==> config.mk <==
export PLATFORM = sky130hd
export DESIGN_NAME = exe_mem_pipe
export DESIGN_NICKNAME = d
export VERILOG_FILES = /design/src/rtl/exe_mem_pkg.sv /design/src/rtl/pipe_skid_buf.sv /design/src/rtl/exe_mem_pipe.sv
export SDC_FILE = /design/constraint.sdc
export NUM_CORES = 1
export LEC_CHECK = 0
export BUFFER_PORTS_ARGS = -buffer_cell sky130_fd_sc_hd__clkbuf_2
export CAP_MARGIN = 10
export CORE_ASPECT_RATIO = 1.2
export CORE_MARGIN = 8
export CORE_UTILIZATION = 48
export DETAILED_ROUTE_END_ITERATION = 10
export GPL_ROUTABILITY_DRIVEN = 0
export MAX_ROUTING_LAYER = met4
export PLACE_DENSITY = 0.78
export SETUP_SLACK_MARGIN = 0.1
export SLEW_MARGIN = 15
export SYNTH_ARGS = -nofsm -noshare
export SYNTH_HDL_FRONTEND = slang
export SYNTH_HIERARCHICAL = 1
export SYNTH_SLANG_ARGS = --single-unit
==> constraint.sdc <==
create_clock -name clk_i -period 3.5 [get_ports clk_i]
set_clock_uncertainty 0.1 [all_clocks]
set_input_delay 0.175 -clock clk_i [delete_from_list [all_inputs] [get_ports clk_i]]
set_output_delay 0.175 -clock clk_i [all_outputs]
set_load 0.01 [all_outputs]
==> src/rtl/exe_mem_pkg.sv <==
// exe_mem_pkg: shared constants and helpers for the EX->MEM pipeline register.
//   ST_EMPTY/ST_HALF/ST_FULL : skid buffer occupancy encoding
//   ZERO_REG                 : architectural zero register index (x0)
//   ZERO                     : cleared single-bit value
//   payload_width()          : packed payload width {waddr, we, wdata}
package exe_mem_pkg;

    localparam logic [1:0] ST_EMPTY = 2'b00;
    localparam logic [1:0] ST_HALF  = 2'b01;
    localparam logic [1:0] ST_FULL  = 2'b11;

    localparam int unsigned ZERO_REG = 0;
    localparam logic        ZERO     = 1'b0;

    // Packed payload layout is {waddr, we, wdata}.
    function automatic int unsigned payload_width(input int unsigned raddr_w,
                                                  input int unsigned rdata_w);
        return raddr_w + 1 + rdata_w;
    endfunction

endpackage

==> src/rtl/pipe_skid_buf.sv <==
// pipe_skid_buf: generic 2-entry elastic buffer on a packed payload vector.
// Ports:
//   clk_i, rst_i   clock, synchronous active-high reset (clears payload)
//   flush_i        synchronous flush, drops both entries, payload untouched
//   valid_i/ready_o/data_i   upstream handshake (ready_o registered)
//   valid_o/ready_i/data_o   downstream handshake, data_o is the main register
//   valid_nxt_c/data_nxt_c   next-cycle view of valid_o/data_o for sideband regs
module pipe_skid_buf
    import exe_mem_pkg::*;
#(
    parameter int unsigned WIDTH = 8
) (
    input  logic             clk_i,
    input  logic             rst_i,
    input  logic             flush_i,
    input  logic             valid_i,
    output logic             ready_o,
    input  logic [WIDTH-1:0] data_i,
    output logic             valid_o,
    input  logic             ready_i,
    output logic [WIDTH-1:0] data_o,
    output logic             valid_nxt_c,
    output logic [WIDTH-1:0] data_nxt_c
);

    logic [1:0]       state_q, state_nxt;
    logic [WIDTH-1:0] m_q, m_nxt;
    logic [WIDTH-1:0] s_q, s_nxt;
    logic             valid_q;
    logic             ready_q;
    logic             in_xfer;
    logic             out_xfer;

    assign in_xfer  = valid_i & ready_q;
    assign out_xfer = valid_q & ready_i;

    // Next-state and register-load decode.
    always_comb begin
        state_nxt = state_q;
        m_nxt     = m_q;
        s_nxt     = s_q;
        case (state_q)
            ST_EMPTY: begin
                if (in_xfer) begin
                    m_nxt     = data_i;
                    state_nxt = ST_HALF;
                end
            end
            ST_HALF: begin
                if (in_xfer && out_xfer) begin
                    m_nxt = data_i;
                end else if (out_xfer) begin
                    state_nxt = ST_EMPTY;
                end else if (in_xfer) begin
                    s_nxt     = data_i;
                    state_nxt = ST_FULL;
                end
            end
            ST_FULL: begin
                if (out_xfer) begin
                    m_nxt     = s_q;
                    state_nxt = ST_HALF;
                end
            end
            default: begin
                state_nxt = ST_EMPTY;
            end
        endcase
        // Flush overrides every transition and drops any same-cycle input.
        if (flush_i) begin
            state_nxt = ST_EMPTY;
            m_nxt     = m_q;
            s_nxt     = s_q;
        end
    end

    // State, payload and handshake registers.
    always_ff @(posedge clk_i) begin
        if (rst_i) begin
            state_q <= ST_EMPTY;
            m_q     <= '0;
            s_q     <= '0;
            valid_q <= 1'b0;
            ready_q <= 1'b1;
        end else begin
            state_q <= state_nxt;
            m_q     <= m_nxt;
            s_q     <= s_nxt;
            valid_q <= (state_nxt != ST_EMPTY);
            ready_q <= (state_nxt != ST_FULL);
        end
    end

    assign valid_o     = valid_q;
    assign ready_o     = ready_q;
    assign data_o      = m_q;
    assign valid_nxt_c = (state_nxt != ST_EMPTY);
    assign data_nxt_c  = m_nxt;

endmodule

==> src/rtl/exe_mem_pipe.sv <==
// exe_mem_pipe: EX->MEM pipeline register with valid/ready handshake,
// 2-entry skid buffer, synchronous flush and x0 write suppression.
// Optional macro EXE_MEM_STALL_CNT_EN adds stall_cnt_o (cycles valid_o & ~ready_i).
// Ports:
//   clk_i, rst_i, flush_i                      clock, sync reset, sync flush
//   valid_i, ready_o, reg_waddr_i/we_i/wdata_i EX side
//   valid_o, ready_i, reg_waddr_o/we_o/wdata_o MEM side (reg_we_o is 0 when !valid_o)
//   stall_cnt_o                                32-bit stall counter (macro only)
module exe_mem_pipe
    import exe_mem_pkg::*;
#(
    parameter int unsigned RADDR_WIDTH   = 5,
    parameter int unsigned RDATA_WIDTH   = 32,
    parameter int unsigned ZERO_SUPPRESS = 1
) (
    input  logic                   clk_i,
    input  logic                   rst_i,
    input  logic                   flush_i,
    input  logic                   valid_i,
    output logic                   ready_o,
    input  logic [RADDR_WIDTH-1:0] reg_waddr_i,
    input  logic                   reg_we_i,
    input  logic [RDATA_WIDTH-1:0] reg_wdata_i,
    output logic                   valid_o,
    input  logic                   ready_i,
    output logic [RADDR_WIDTH-1:0] reg_waddr_o,
    output logic                   reg_we_o,
    output logic [RDATA_WIDTH-1:0] reg_wdata_o
`ifdef EXE_MEM_STALL_CNT_EN
    ,
    output logic [31:0]            stall_cnt_o
`endif
);

    localparam int unsigned PAYLOAD_W = payload_width(RADDR_WIDTH, RDATA_WIDTH);
    localparam int unsigned WE_BIT    = RDATA_WIDTH;

    logic                 we_in;
    logic [PAYLOAD_W-1:0] pl_in;
    logic [PAYLOAD_W-1:0] pl_out;
    logic [PAYLOAD_W-1:0] pl_nxt;
    logic                 valid_nxt;
    logic                 reg_we_q;
    logic                 unused_bits;

    // Writes to x0 are architecturally void; store them with we cleared.
    assign we_in = reg_we_i & ((ZERO_SUPPRESS == 0) ||
                               (reg_waddr_i != RADDR_WIDTH'(ZERO_REG)));
    assign pl_in = {reg_waddr_i, we_in, reg_wdata_i};

    pipe_skid_buf #(
        .WIDTH (PAYLOAD_W)
    ) u_skid (
        .clk_i       (clk_i),
        .rst_i       (rst_i),
        .flush_i     (flush_i),
        .valid_i     (valid_i),
        .ready_o     (ready_o),
        .data_i      (pl_in),
        .valid_o     (valid_o),
        .ready_i     (ready_i),
        .data_o      (pl_out),
        .valid_nxt_c (valid_nxt),
        .data_nxt_c  (pl_nxt)
    );

    // Valid-masked write enable kept in its own flop so the output is registered.
    always_ff @(posedge clk_i) begin
        if (rst_i) begin
            reg_we_q <= ZERO;
        end else begin
            reg_we_q <= valid_nxt & pl_nxt[WE_BIT];
        end
    end

    assign reg_waddr_o = pl_out[PAYLOAD_W-1 -: RADDR_WIDTH];
    assign reg_wdata_o = pl_out[RDATA_WIDTH-1:0];
    assign reg_we_o    = reg_we_q;

    // Bits carried through the buffer but consumed via the masked we flop.
    assign unused_bits = ^{pl_out[WE_BIT],
                           pl_nxt[PAYLOAD_W-1 -: RADDR_WIDTH],
                           pl_nxt[RDATA_WIDTH-1:0]};

`ifdef EXE_MEM_STALL_CNT_EN
    logic [31:0] stall_cnt_q;

    // Stall cycles; only reset clears it, wraps naturally.
    always_ff @(posedge clk_i) begin
        if (rst_i) begin
            stall_cnt_q <= '0;
        end else if (valid_o && !ready_i) begin
            stall_cnt_q <= stall_cnt_q + 32'd1;
        end
    end

    assign stall_cnt_o = stall_cnt_q;
`endif

endmodule

==> results of run 1 <==
-- registers in the layout (all words and copies together) (netlist names) --
| name | cells |
|---|---|
| u_skid/valid_o | 1 |
| u_skid/ready_o | 1 |
| u_skid/data_o | 38 |
| reg_we_o | 1 |
| u_skid/state_q | 2 |
| u_skid/s_q | 38 |
-- power groups by stage --
stage	logic, mW	clock network (mW)	registers (mW)
6_report	0.221	0.742	0.969
2_1_floorplan	0.103	0	0.996
4_1_cts	0.221	0.755	0.968
5_1_grt	0.240	0.796	0.972
3_3_place_gp	0.183	0	0.989
3_5_place_dp	0.188	0	0.990
-- routing by layer --
metal  vias to the layer above  part of all wire (%)
met4                         0                   2.2
met1                      1485                    43
met5                         -                     0
met2                       117                    50
li1                       1494                     -
met3                        15                   4.9
-- through the flow --
step / utilization, % / hold WS, ns / area (sq um)
detailed placement: 54.17 / 0.3225 / 3646
finish: 62.91 / 0.09047 / 4234
CTS: 62.91 / 0.06997 / 4234
floorplan: - / 0.1466 / 3271
global route: 62.91 / 0.1068 / 4234
global placement: 54.17 / 0.3179 / 3646
-- layout make-up --
| class | instances | area [sq um] | share of cell area (%) |
|---|---|---|---|
| Timing Repair Buffer | 127 | 840.8 | 19.86 |
| Tap cell | 87 | 108.9 | 2.571 |
| Sequential cell | 81 | 1622 | 38.30 |
| Inverter | 2 | 7.507 | 0.1773 |
| Clock buffer | 9 | 123.9 | 2.926 |
| Multi-Input combinational cell | 216 | 1438 | 33.95 |
| Clock inverter | 7 | 93.84 | 2.216 |
-- worst reg2reg max path, stage by stage, from the launching register on --
cell,delay (ns)
dfxtp_1,0.37
and4bb_1,0.72
buf_4,0.31
and3_1,0.18
a221o_1,0.13
nand2_1,0.07
nor2_1,0.08
-- worst max path at each step --
stage                   startpoint           endpoint  slack [ns]  depth (start not counted)
global placement             rst_i  u_skid/data_o[24]        1.34                          4
CTS                 reg_waddr_i[0]           reg_we_o        1.49                          8
finish              reg_waddr_i[4]           reg_we_o        1.47                          8
detailed placement           rst_i  u_skid/data_o[28]        1.27                          4
global route        u_skid/ready_o           reg_we_o        1.37                          6
floorplan           u_skid/valid_o  u_skid/data_o[19]        1.93                          6
==> impl_metrics.csv, run 1 <==
group,metric,value,unit
status,status,"finished, final reports clean",
pwr,combinationalPowerShare,11.5,%
cts,numCtsBuffers,9,
cts,cts.sinks,81,
critical_path,critical-path-max-stage-delay,0.54,ns
detailed_routing,drtIter0Drc,246,
synthesis,syn_avg_cell_area,9.508,sq um
cts,htree_levels,3,
die,start_util,48.60,%
die,dieWidth,91.36,um
placed_design,place.port_buffers,82,
synthesis,synth_cells,344,
placed_design,numPlacedInstances,476,
critical_path,worst_path_max_delay_cell,"dlygate4sd3_1",
die,dieArea,0.009722,sq mm
critical_path,cp_top_family,"simple AND/OR/NAND/NOR gates",
critical_path,reg2regPathDepth,6,
finish,final_nets,480,
cts,clkTransAtPathRegs,0.08,ns
grt,grt_pass1_wl,15170,um
synthesis,netlist_area,0.003271,sq mm
placed_design,pre_cts_ws,1.270,ns
hold_path,hold_end,"u_skid/ready_o",
synthesis,yosysWarnings,6,
critical_path,critPathMaxFanout,3,
detailed_routing,wire_per_inst,17.28,um
pwr,clock_power_share,38.4,%
timing,maxSlewViolCount,0,
timing,slew_headroom,32.18,%
critical_path,worstPathCellList,"dlygate4sd3_1, clkbuf_2, or4_1, o21a_1, and3_1, a221o_1, nand2_1, nor2_1",
hold_path,hp-class,"in2reg",
die,rows,33,
pwr,power_per_cell_area,456.3,mW/mm^2
pwr,seqPwrFrac,50.1,%
timing,hold_violations,0,
grt,grt_max_degree,56,
grt,gr-max-usage-layer,"met2",
pwr,p_int,1.450,mW
detailed_routing,vias_per_cell,5.881,
finish,diodes,0,
detailed_routing,firstDrtPassIters,5,
finish,drive_above_1_share,25.34,%
timing,tightest_slew,1.014,ns
critical_path,r2r-end,"reg_we_o",
detailed_routing,final_antenna_net_count,0,
timing,rsz0062_at_grt,"false",
grt,grt_antenna_before_repair,0,
placed_design,dpl.hpwl,5802,um
critical_path,crit_buf_inv,2,
finish,nFillCells,540,
timing,max_freq,0.4926,GHz
critical_path,critPathArrivalTime,2.13,ns
pwr,peakVddDrop,231.4,uV
synthesis,syn_nets,387,
detailed_routing,vias,3111,
grt,met2_usage,31.57,%
cts,hold_buffers,37,
die,core_area,0.006730,sq mm
critical_path,criticalPathCategory,"in2reg",
timing,finalCritPeriodShare,58.00,%
cts,postCtsSetupRepairBufs,0,
timing,tns,0,ns
grt,grt_pass1_vias,3196,
cts,clockBufferDepth,2,
die,dieHeight,106.4,um
critical_path,cp-start-kind,"input port",
hold_path,hold_start,"flush_i",
cts,clock_latency,0.35,ns
timing,setup_viol,0,
pwr,p_sw,481.9,uW
grt,overflow,0,
critical_path,crit_path_end_kind,"register",
cts,cts_tree,"built",
job,drv_cap,0,
hold_path,holdPathStages,3,
cts,cts_resized,0,
finish,mostFrequentLayoutCell,"clkbuf_2",
critical_path,r2r-start,"u_skid/state_q[1]",
pwr,p_total,1.932,mW
finish,instances_no_fill,529,
detailed_routing,finalWirelength,9141,um
timing,setup_ws,1.470,ns
grt,grt_use_met1,21.77,%
critical_path,required,3.60,ns
grt,grtUsageMet3,3.735,%
die,io_pins,83,
grt,grtUsageTotal,19.50,%
timing,min_period,2.030,ns
finish,area_delta_synth_final,29.46,%
detailed_routing,drc,0,
pwr,p_leak,1.752,nW
pwr,power.share.switching,24.94,%
cts,cts-root-buf,"clkbuf_8",
finish,final_cell_mix,"clkbuf_2, dfxtp_1, a21oi_1",
critical_path,ff2ff_setup_slack,1.47,ns
(Power assumes the default switching activity.)
==> run 2: changes to the inputs <==
clock period = 2.1 ns   (was 3.5 ns; I/O delays follow)
==> impl_metrics.csv, run 2 (synthesized netlist as in run 1, its figures left out) <==
group,metric,value,unit
cts,htree_levels,3,
timing,min_period,1.901,ns
placed_design,dpl.hpwl,5695,um
critical_path,critPathMaxFanout,26,
cts,clkTransAtPathRegs,0.08,ns
timing,finalCritPeriodShare,90.51,%
pwr,power_per_cell_area,798.3,mW/mm^2
hold_path,hold_start,"reg_we_i",
timing,tns,0,ns
finish,drive_above_1_share,25.78,%
pwr,peakVddDrop,666.5,uV
timing,hold_violations,0,
finish,area_delta_synth_final,31.98,%
pwr,clock_power_share,42.2,%
timing,tightest_slew,1.033,ns
finish,final_cell_mix,"clkbuf_2, dfxtp_1, a21oi_1",
timing,max_freq,0.5261,GHz
cts,cts_tree,"built",
die,start_util,48.60,%
status,status,"finished, final reports clean",
critical_path,crit_path_end_kind,"register",
detailed_routing,wire_per_inst,17.10,um
critical_path,critPathArrivalTime,2.09,ns
detailed_routing,vias_per_cell,5.857,
finish,post-route-util,64.14,%
grt,grt_max_degree,40,
timing,slew_headroom,30.88,%
critical_path,r2r-end,"u_skid/data_o[9]",
hold_path,hp-class,"in2reg",
cts,clockBufferDepth,2,
pwr,p_sw,785.8,uW
pwr,combinationalPowerShare,11.0,%
detailed_routing,firstDrtPassIters,4,
pwr,power.share.switching,22.80,%
detailed_routing,vias,3122,
pwr,seqPwrFrac,46.8,%
die,io_pins,83,
job,drv_cap,0,
die,dieHeight,106.4,um
cts,clock_latency,0.34,ns
die,dieArea,0.009722,sq mm
die,core_area,0.006730,sq mm
critical_path,r2r-start,"u_skid/state_q[1]",
grt,overflow,0,
cts,numCtsBuffers,9,
hold_path,holdPathStages,4,
die,dieWidth,91.36,um
finish,final_area,0.004317,sq mm
timing,maxSlewViolCount,0,
grt,grt_antenna_before_repair,0,
grt,grt_pass1_wl,15120,um
finish,diodes,0,
finish,mostFrequentLayoutCell,"clkbuf_2",
grt,grtUsageTotal,19.34,%
critical_path,ff2ff_setup_slack,0.20,ns
timing,rsz0062_at_grt,"true",
die,rows,33,
placed_design,placed_area,0.003689,sq mm
pwr,p_leak,1.801,nW
critical_path,reg2regPathDepth,3,
detailed_routing,drc,0,
finish,final_nets,484,
detailed_routing,finalWirelength,9116,um
critical_path,required,2.29,ns
placed_design,place.port_buffers,82,
critical_path,criticalPathCategory,"reg2reg",
detailed_routing,final_antenna_net_count,0,
cts,cts-root-buf,"clkbuf_8",
timing,setup_viol,0,
critical_path,cp-start-kind,"register",
hold_path,hold_end,"u_skid/s_q[32]",
grt,grt_pass1_vias,3097,
detailed_routing,drtIter0Drc,231,
cts,cts.sinks,81,
pwr,p_int,2.660,mW
## run 2: changes by cell type in the layout (fill, tap and decap cells not counted)
cell | before | now
buf_12 | 0 | 1
buf_4 | 8 | 11
bufinv_16 | 2 | 4
clkbuf_1 | 0 | 1
clkinvlp_4 | 2 | 0
inv_6 | 1 | 0
## run 2: layout make-up
type / count / area [sq um]
Timing Repair Buffer: 131 / 883.3
Tap cell: 87 / 108.9
Clock inverter: 6 / 130.1
Fill cell: 541 / 2414
Sequential cell: 81 / 1622
Multi-Input combinational cell: 216 / 1438
Clock buffer: 10 / 127.6
Inverter: 2 / 7.507
## run 2: metrics by stage
| stage | setup slack (ns) | std cells | hold WS [ns] | power, mW |
|---|---|---|---|---|
| after floorplan | 0.5324 | 344 | 0.07659 | 1.832 |
| after global placement | 0.2649 | 480 | 0.2449 | 1.963 |
| after detailed placement | 0.1969 | 480 | 0.2481 | 1.971 |
| after CTS | 0.1866 | 533 | 0.03031 | 3.460 |
| after global routing | 0.08100 | 533 | 0.06135 | 3.578 |
| final | 0.1993 | 533 | 0.07194 | 3.446 |
## run 2: power groups by stage
stage	registers (mW)	logic [mW]	clock network (mW)
after floorplan	1.66	0.171	0
after global placement	1.65	0.316	0
after detailed placement	1.65	0.322	0
after CTS	1.61	0.378	1.47
after global routing	1.62	0.408	1.55
final	1.61	0.378	1.45
## run 2: worst max-delay path, stage by stage, from the launching register on
cell	delay [ns]
dfxtp_1	0.36
nand4bb_2	0.27
nor3_4	0.81
a221o_1	0.30
## run 2: timing repair
| item | in CTS | in global routing |
|---|---|---|
| setup endpoints to repair | 0 | 13 |
| hold buffers | 37 | 0 |
| resized for setup | 0 | 0 |
| setup buffers | 0 | 0 |
| hold endpoints to repair | 73 | 0 |
## run 2: how the worst max path moves through the flow
stage | start | endpoint | slack [ns] | cells after the start
final | u_skid/state_q[1] | u_skid/data_o[9] | 0.20 | 3
after global routing | u_skid/state_q[1] | u_skid/data_o[10] | 0.08 | 3
after CTS | u_skid/state_q[1] | u_skid/data_o[9] | 0.19 | 3
after detailed placement | u_skid/state_q[1] | u_skid/data_o[9] | 0.20 | 3
after global placement | u_skid/state_q[1] | u_skid/data_o[21] | 0.26 | 3
after floorplan | u_skid/valid_o | u_skid/data_o[19] | 0.53 | 6
## run 2: per-layer routing
metal	wire length, um	GRT usage [%]
met4	199	9.730
met5	0	-
met2	4553	31.62
met3	600	3.876
met1	3762	22.11
